<file path="config.mk">
export PLATFORM = sky130hd
export DESIGN_NAME = morse_tx_scheduler
export DESIGN_NICKNAME = d
export VERILOG_FILES = /design/src/rtl/morse_pkg.sv /design/src/rtl/morse_tx_scheduler_tick_prescaler.sv /design/src/rtl/morse_tx_scheduler.sv
export SDC_FILE = /design/constraint.sdc
export NUM_CORES = 1
export LEC_CHECK = 0
export CORE_ASPECT_RATIO = 0.8
export CORE_UTILIZATION = 60
export CTS_BUF_LIST = sky130_fd_sc_hd__clkbuf_16
export DETAILED_ROUTE_END_ITERATION = 12
export PLACE_DENSITY = 0.85
export SLEW_MARGIN = 20
export SYNTH_ARGS = -nofsm -noshare
export SYNTH_HDL_FRONTEND = slang
export SYNTH_HIERARCHICAL = 1
export SYNTH_SLANG_ARGS = --single-unit
</file>
<file path="constraint.sdc">
create_clock -name CLOCK_50 -period 4.6 [get_ports CLOCK_50]
set_input_delay 0.92 -clock CLOCK_50 [delete_from_list [all_inputs] [get_ports CLOCK_50]]
set_output_delay 0.92 -clock CLOCK_50 [all_outputs]
set_load 0.02 [all_outputs]
</file>
<file path="src/rtl/morse_pkg.sv">
// Shared definitions for the Morse transmit scheduler.
//   state_t  : scheduler FSM state. The encoding is also shown on the debug LEDs.
//   letter_t : 3-bit letter codes A..H understood by the single-LED encoder.
//   umax     : elaboration-time helper used to size counters.
package morse_pkg;

  typedef enum logic [2:0] {
    IDLE  = 3'd0,
    ARB   = 3'd1,
    START = 3'd2,
    WAIT  = 3'd3,
    GAP   = 3'd4
  } state_t;

  typedef enum logic [2:0] {
    L_A = 3'd0,
    L_B = 3'd1,
    L_C = 3'd2,
    L_D = 3'd3,
    L_E = 3'd4,
    L_F = 3'd5,
    L_G = 3'd6,
    L_H = 3'd7
  } letter_t;

  function automatic int umax(input int a, input int b);
    return (a > b) ? a : b;
  endfunction

endpackage

</file>
<file path="src/rtl/morse_tx_scheduler_tick_prescaler.sv">
// Free-running time-unit prescaler.
//   CLOCK_50 : system clock, rising edge
//   ResetN   : asynchronous active-low reset; the counter restarts at 0
//   tick     : high for exactly one cycle every TICK_DIV cycles, while cnt == TICK_DIV-1
module tick_prescaler #(
  parameter int TICK_DIV = 25000000
) (
  input  logic CLOCK_50,
  input  logic ResetN,
  output logic tick
);

  localparam int CW = (TICK_DIV > 1) ? $clog2(TICK_DIV) : 1;
  localparam logic [CW-1:0] LAST = CW'(TICK_DIV - 1);

  logic [CW-1:0] cnt;

  assign tick = (cnt == LAST);

  // NOTE: clocked state uses non-blocking assignments only, so every flop
  // samples values from before the edge regardless of process order.
  always_ff @(posedge CLOCK_50 or negedge ResetN) begin
    if (!ResetN) begin
      cnt <= '0;
    end else if (tick) begin
      cnt <= '0;
    end else begin
      cnt <= cnt + 1'b1;
    end
  end

endmodule

</file>
<file path="src/rtl/morse_tx_scheduler.sv">
// Round-robin scheduler that shares one Morse letter encoder among NREQ requesters.
// It grants one requester, starts the encoder on that requester's letter and waits
// for done or a timeout. It then holds an inter-letter gap, acks the owner and
// arbitrates again.
//   CLOCK_50, ResetN : clock and asynchronous active-low reset
//   req [NREQ]       : level requests, held until ack
//   letter_in [3*NREQ]: letter code per requester, slice i = [3i+2:3i]
//   grant [NREQ]     : one-hot current owner, zero when none
//   ack [NREQ]       : one-cycle pulse to the owner at the end of its gap
//   err              : one-cycle pulse with ack when that letter timed out
//   enc_start        : one-cycle start pulse to the encoder
//   enc_letter [3]   : latched letter, stable while grant != 0
//   enc_abort        : one-cycle abort pulse to the encoder on timeout
//   enc_done         : one-cycle pulse from the encoder, honoured only in WAIT
//   busy             : state != IDLE
//   LEDG [3]         : current state encoding for board debug
module morse_tx_scheduler
  import morse_pkg::*;
#(
  parameter int NREQ          = 4,
  parameter int TICK_DIV      = 25000000,
  parameter int GAP_UNITS     = 3,
  parameter int TIMEOUT_UNITS = 16
) (
  input  logic              CLOCK_50,
  input  logic              ResetN,
  input  logic [NREQ-1:0]   req,
  input  logic [3*NREQ-1:0] letter_in,
  output logic [NREQ-1:0]   grant,
  output logic [NREQ-1:0]   ack,
  output logic              err,
  output logic              enc_start,
  output logic [2:0]        enc_letter,
  output logic              enc_abort,
  input  logic              enc_done,
  output logic              busy,
  output logic [2:0]        LEDG
);

  localparam int PW = (NREQ > 1) ? $clog2(NREQ) : 1;
  // The unit counter counts both the gap and the timeout, so it is sized for the larger.
  localparam int UW = $clog2(umax(GAP_UNITS, TIMEOUT_UNITS) + 1);
  localparam logic [UW-1:0] GAP_U     = UW'(GAP_UNITS);
  localparam logic [UW-1:0] TIMEOUT_U = UW'(TIMEOUT_UNITS);

  logic tick;

  tick_prescaler #(
    .TICK_DIV(TICK_DIV)
  ) u_tick (
    .CLOCK_50(CLOCK_50),
    .ResetN  (ResetN),
    .tick    (tick)
  );

  state_t          state_q, state_d;
  logic [NREQ-1:0] grant_q, grant_d;
  logic [2:0]      letter_q, letter_d;
  logic [PW-1:0]   rr_ptr_q, rr_ptr_d;
  logic [UW-1:0]   unit_q, unit_d, unit_inc;
  logic            err_flag_q, err_flag_d;

  // Arbiter: rotate req so that bit 0 is requester rr_ptr+1, take the lowest
  // set bit, then map that offset back to a requester index mod NREQ.
  logic [NREQ-1:0] rot;
  logic            win_found;
  logic [PW:0]     win_off, win_sum;
  logic [PW-1:0]   win_idx;
  logic [2:0]      letter_sel;

  // NOTE: every signal driven from always_comb gets a default at the top of the
  // block. No path can then leave it unassigned, so no latch is inferred.
  always_comb begin
    rot       = NREQ'({req, req} >> ({1'b0, rr_ptr_q} + 1'b1));
    win_found = 1'b0;
    win_off   = '0;
    for (int i = NREQ - 1; i >= 0; i--) begin
      if (rot[i]) begin
        win_found = 1'b1;
        win_off   = (PW+1)'(i);
      end
    end
    win_sum = {1'b0, rr_ptr_q} + win_off + 1'b1;
    if (win_sum >= (PW+1)'(NREQ)) begin
      win_sum = win_sum - (PW+1)'(NREQ);
    end
    win_idx = win_sum[PW-1:0];
  end

  always_comb begin
    letter_sel = '0;
    for (int i = 0; i < NREQ; i++) begin
      if (win_idx == PW'(i)) begin
        letter_sel = letter_in[3*i +: 3];
      end
    end
  end

  // The counter saturates instead of wrapping. A stray extra tick can then never
  // bring it back below a threshold.
  assign unit_inc = (unit_q == '1) ? unit_q : unit_q + 1'b1;

  always_comb begin
    state_d    = state_q;
    grant_d    = grant_q;
    letter_d   = letter_q;
    rr_ptr_d   = rr_ptr_q;
    unit_d     = unit_q;
    err_flag_d = err_flag_q;
    enc_start  = 1'b0;
    enc_abort  = 1'b0;
    ack        = '0;
    err        = 1'b0;

    unique case (state_q)
      IDLE: begin
        if (|req) state_d = ARB;
      end

      ARB: begin
        // The request may have been withdrawn since IDLE saw it. In that case drop back quietly.
        if (win_found) begin
          grant_d  = NREQ'(1'b1) << win_idx;
          letter_d = letter_sel;
          rr_ptr_d = win_idx;
          state_d  = START;
        end else begin
          state_d = IDLE;
        end
      end

      START: begin
        enc_start = 1'b1;
        unit_d    = '0;
        state_d   = WAIT;
      end

      WAIT: begin
        // done is tested first, so a done that arrives on the timeout tick counts as success.
        if (enc_done) begin
          unit_d  = '0;
          state_d = GAP;
        end else if (tick) begin
          unit_d = unit_inc;
          if (unit_inc == TIMEOUT_U) begin
            enc_abort  = 1'b1;
            err_flag_d = 1'b1;
            unit_d     = '0;
            state_d    = GAP;
          end
        end
      end

      GAP: begin
        if (tick) begin
          unit_d = unit_inc;
          if (unit_inc == GAP_U) begin
            ack        = grant_q;
            err        = err_flag_q;
            grant_d    = '0;
            err_flag_d = 1'b0;
            unit_d     = '0;
            state_d    = (|req) ? ARB : IDLE;
          end
        end
      end

      default: begin
        state_d = IDLE;
      end
    endcase
  end

  always_ff @(posedge CLOCK_50 or negedge ResetN) begin
    if (!ResetN) begin
      state_q    <= IDLE;
      grant_q    <= '0;
      letter_q   <= '0;
      rr_ptr_q   <= PW'(NREQ - 1);
      unit_q     <= '0;
      err_flag_q <= 1'b0;
    end else begin
      state_q    <= state_d;
      grant_q    <= grant_d;
      letter_q   <= letter_d;
      rr_ptr_q   <= rr_ptr_d;
      unit_q     <= unit_d;
      err_flag_q <= err_flag_d;
    end
  end

  assign grant      = grant_q;
  assign enc_letter = letter_q;
  assign busy       = (state_q != IDLE);
  assign LEDG       = state_q;

endmodule

</file>
==> results.cfg <==
[outcome]
outcome = finished clean

[clock_network]
cts_max_level = 2
cts_buffers = 5
clk_pin_slew_ns = 0.06
cts_sinks = 43
cts_root_buf = clkbuf_16
insertion_delay_ns = 0.28
cts_tree = built
cts_hold_buf = 0
cts_max_path_buffers = 2

[routing]
routed_wl_mm = 6.60
wl_per_cell_um = 16.0
first_pass_iters = 5
vias_per_cell = 6.37
route.detailed.drc = 0
routed-via-count = 2624
drtAntennaViolNets = 0
first_iter_violations = 224

[sta]
period_minus_slack_ns = 4.22
hold_viol_final = 0
setup_viol = 0
fin_skew_ns = 0.00283
relSlewSlack_pct = 38.9
setup_ws_ns = 0.378
worstMarginPinSlew_ns = 0.917
whs_ns = 0.481
fmax_mhz = 237
min_period_over_period_pct = 91.8
rsz0062_at_grt = no
slew_violations = 0
setup_tns_ns = 0

[pwr]
totalPowerFinal_mw = 0.804
leakage_nw = 1.43
power_density_nw_per_um2 = 230
max-vdd-ir-drop_uv = 220

[worst_setup_path]
cp_max_fo = 9
critPathKind = reg -> out
r2r-start = rr_ptr_q[1]$_DFFE_PN1P_
worst_setup_path_end_kind = output pin
rrSetupSlack_ns = 1.45
worstPathArrival_ns = 3.30
reg2regPathDepth = 11
cp-start-kind = register
reg2reg_to = enc_letter[2]$_DFFE_PN0P_
required_ns = 3.68

[logic_synthesis]
async_flop_share_pct = 100
synth_area_leaders = dfrtp_1 35%, nand2_1 4.9%, mux2i_1 3.4%, nand3_1 3.0%, xnor2_1 2.9%
ys_types = 70
synth.avg_cell_area_um2 = 9.37
synth-adder-area-share_pct = 1.26
synth_top_family_by_area = simple AND/OR/NAND/NOR gates
synth-edff-count = 0
yosysSeqAreaShare_pct = 36.3
synth-compound-area-share_pct = 17.0
ys_top_cells_by_count = 41 x dfrtp_1, 39 x nand2_1, 21 x nor2_1
synthMuxAreaShare_pct = 4.89
netlist_instances = 317
ys_warn_count = 6
ys_ff_latch = 43
netlist_area_um2 = 2970
syn_nets = 339
synthFlopType = dfrtp_1
synthMostInstantiatedCell = dfrtp_1
yosys.area_share.xor_xnor_pct = 7.29
synth_top_area_share_pct = 34.6
synthSimpleGateAreaFrac_pct = 29.9
synth_top_area_cell = dfrtp_1

[floorplan]
start_util_pct = 63.4
row_count = 22
pin_count = 37
coreArea_um2 = 4680
die_y_um = 64.9
dieArea_um2 = 5240
die_width_um = 80.7

[global_route]
grt_max_degree = 44
antenna_found_initial = 0
grt_pass1_vias = 2288
grt_usage_pct = 27.3
grt_pass1_wl_mm = 11.0
grt-ovfl-total = 0

[placement]
place_hpwl_mm = 4.84
gp_congestion = 0.900
port_buffers = 36
pre_cts_slack_ns = 0.597

[job]
drv_cap = 0

[cells_and_area]
diodes = 0
drive_gt1_share_pct = 11.6
fill_cells = 338
area_growth_pct = 17.6
fin_nets = 373

[hold_path]
hold_path_startpoint = u_tick/cnt[0]$_DFF_PN0_
min_to = u_tick/cnt[0]$_DFF_PN0_
hp-class = reg -> reg
min_path_cells = 1
stage by stage:
stage | instances | utilization (%) | instance area [um2]
after floorplan | 317 | - | 2970
after global placement | 404 | 71.3 | 3340
after detailed placement | 404 | 71.3 | 3340
after CTS | 412 | 74.5 | 3490
after global routing | 412 | 74.6 | 3490
final | 412 | 74.6 | 3490
worst max-delay path: stages (launching register included):
cell	delay, ns
dfrtp_1	0.38
ha_1	0.22
and2_4	0.19
nand4_1	0.24
nor4_1	0.43
buf_4	0.22
nand3_1	0.16
nor2_2	0.36
and2_1	0.19
clkdlybuf4s50_1	0.61
sequential cells by signal (all words and copies together), names as in the netlist:
register    count
enc_letter      3
u_tick/cnt     25
unit_q          5
LEDG            3
grant           4
err_flag_q      1
rr_ptr_q        2
timing repair:
item / CTS / global route
setup buffers: 0 / 0
resized for setup: 0 / 1
endpoints found under the setup margin: 0 / 3
hold endpoints to repair: 0 / 0
routing by layer:
layer  part of all wire (%)  routed length (um)  up-vias  track usage (%)
met2                     45                2940      104             40.4
li1                       -                   -     1237                -
met5                      0                   0        -                0
met3                    6.5                 426       11             4.37
met4                   0.92                  61        0             6.70
met1                     48                3170     1272             41.5
worst max-delay path by stage:
stage / slack [ns] / start / to
2_1_floorplan: 1.28 / u_tick/cnt[0]$_DFF_PN0_ / ack[0]
3_3_place_gp: 0.78 / req[1] / enc_letter[0]$_DFFE_PN0P_
3_5_place_dp: 0.60 / u_tick/cnt[0]$_DFF_PN0_ / ack[2]
4_1_cts: 0.23 / u_tick/cnt[0]$_DFF_PN0_ / ack[2]
5_1_grt: 0.17 / u_tick/cnt[0]$_DFF_PN0_ / ack[3]
6_report: 0.38 / u_tick/cnt[0]$_DFF_PN0_ / ack[2]
area by class of cell:
cell class	count	area, um2	area share, %
repair buffers	38	370	10.6
flip-flops and latches	43	1080	30.9
multi-input cells	257	1790	51.4
clock inverters	3	25.0	0.717
clock buffers	5	125	3.58
well taps	60	75.1	2.15
inverters	6	22.5	0.645
kinds of logic after synthesis:
group,Yosys count
adder cells (fa/ha/maj),3
multiplexers,13
XOR/XNOR,20
AO/OA/AOI/OAI,75
AND/OR/NAND/NOR,146
flip-flops,43
buffers and inverters,17
placed cells by master, fill, tap and decap left out, types with 3 or more instances in the layout:
cell and n:
dfrtp_1 41, nand2_1 39, clkdlybuf4s50_1 35, nor2_1 20
nand3_1 18, a21oi_1 17, o21ai_0 15, mux2i_1 10
xnor2_1 10, and2_1 9, nand4_1 9, o21a_1 6
xor2_1 6, o21ai_1 6, nor4_1 6, inv_1 5
or3_1 5, nor2b_1 5, a21o_1 5, clkbuf_16 5
and3_1 3, o211ai_1 3, ha_1 3, and4_1 3
nor3_1 3, or3_2 3
report_power, final:
group	internal [mW]	leakage (nW)	switching, mW
clock network	0.203	0.0700	0.145
registers	0.378	0.574	0
logic	0.0358	0.783	0.0422
Power figures use the tool's default switching activity.
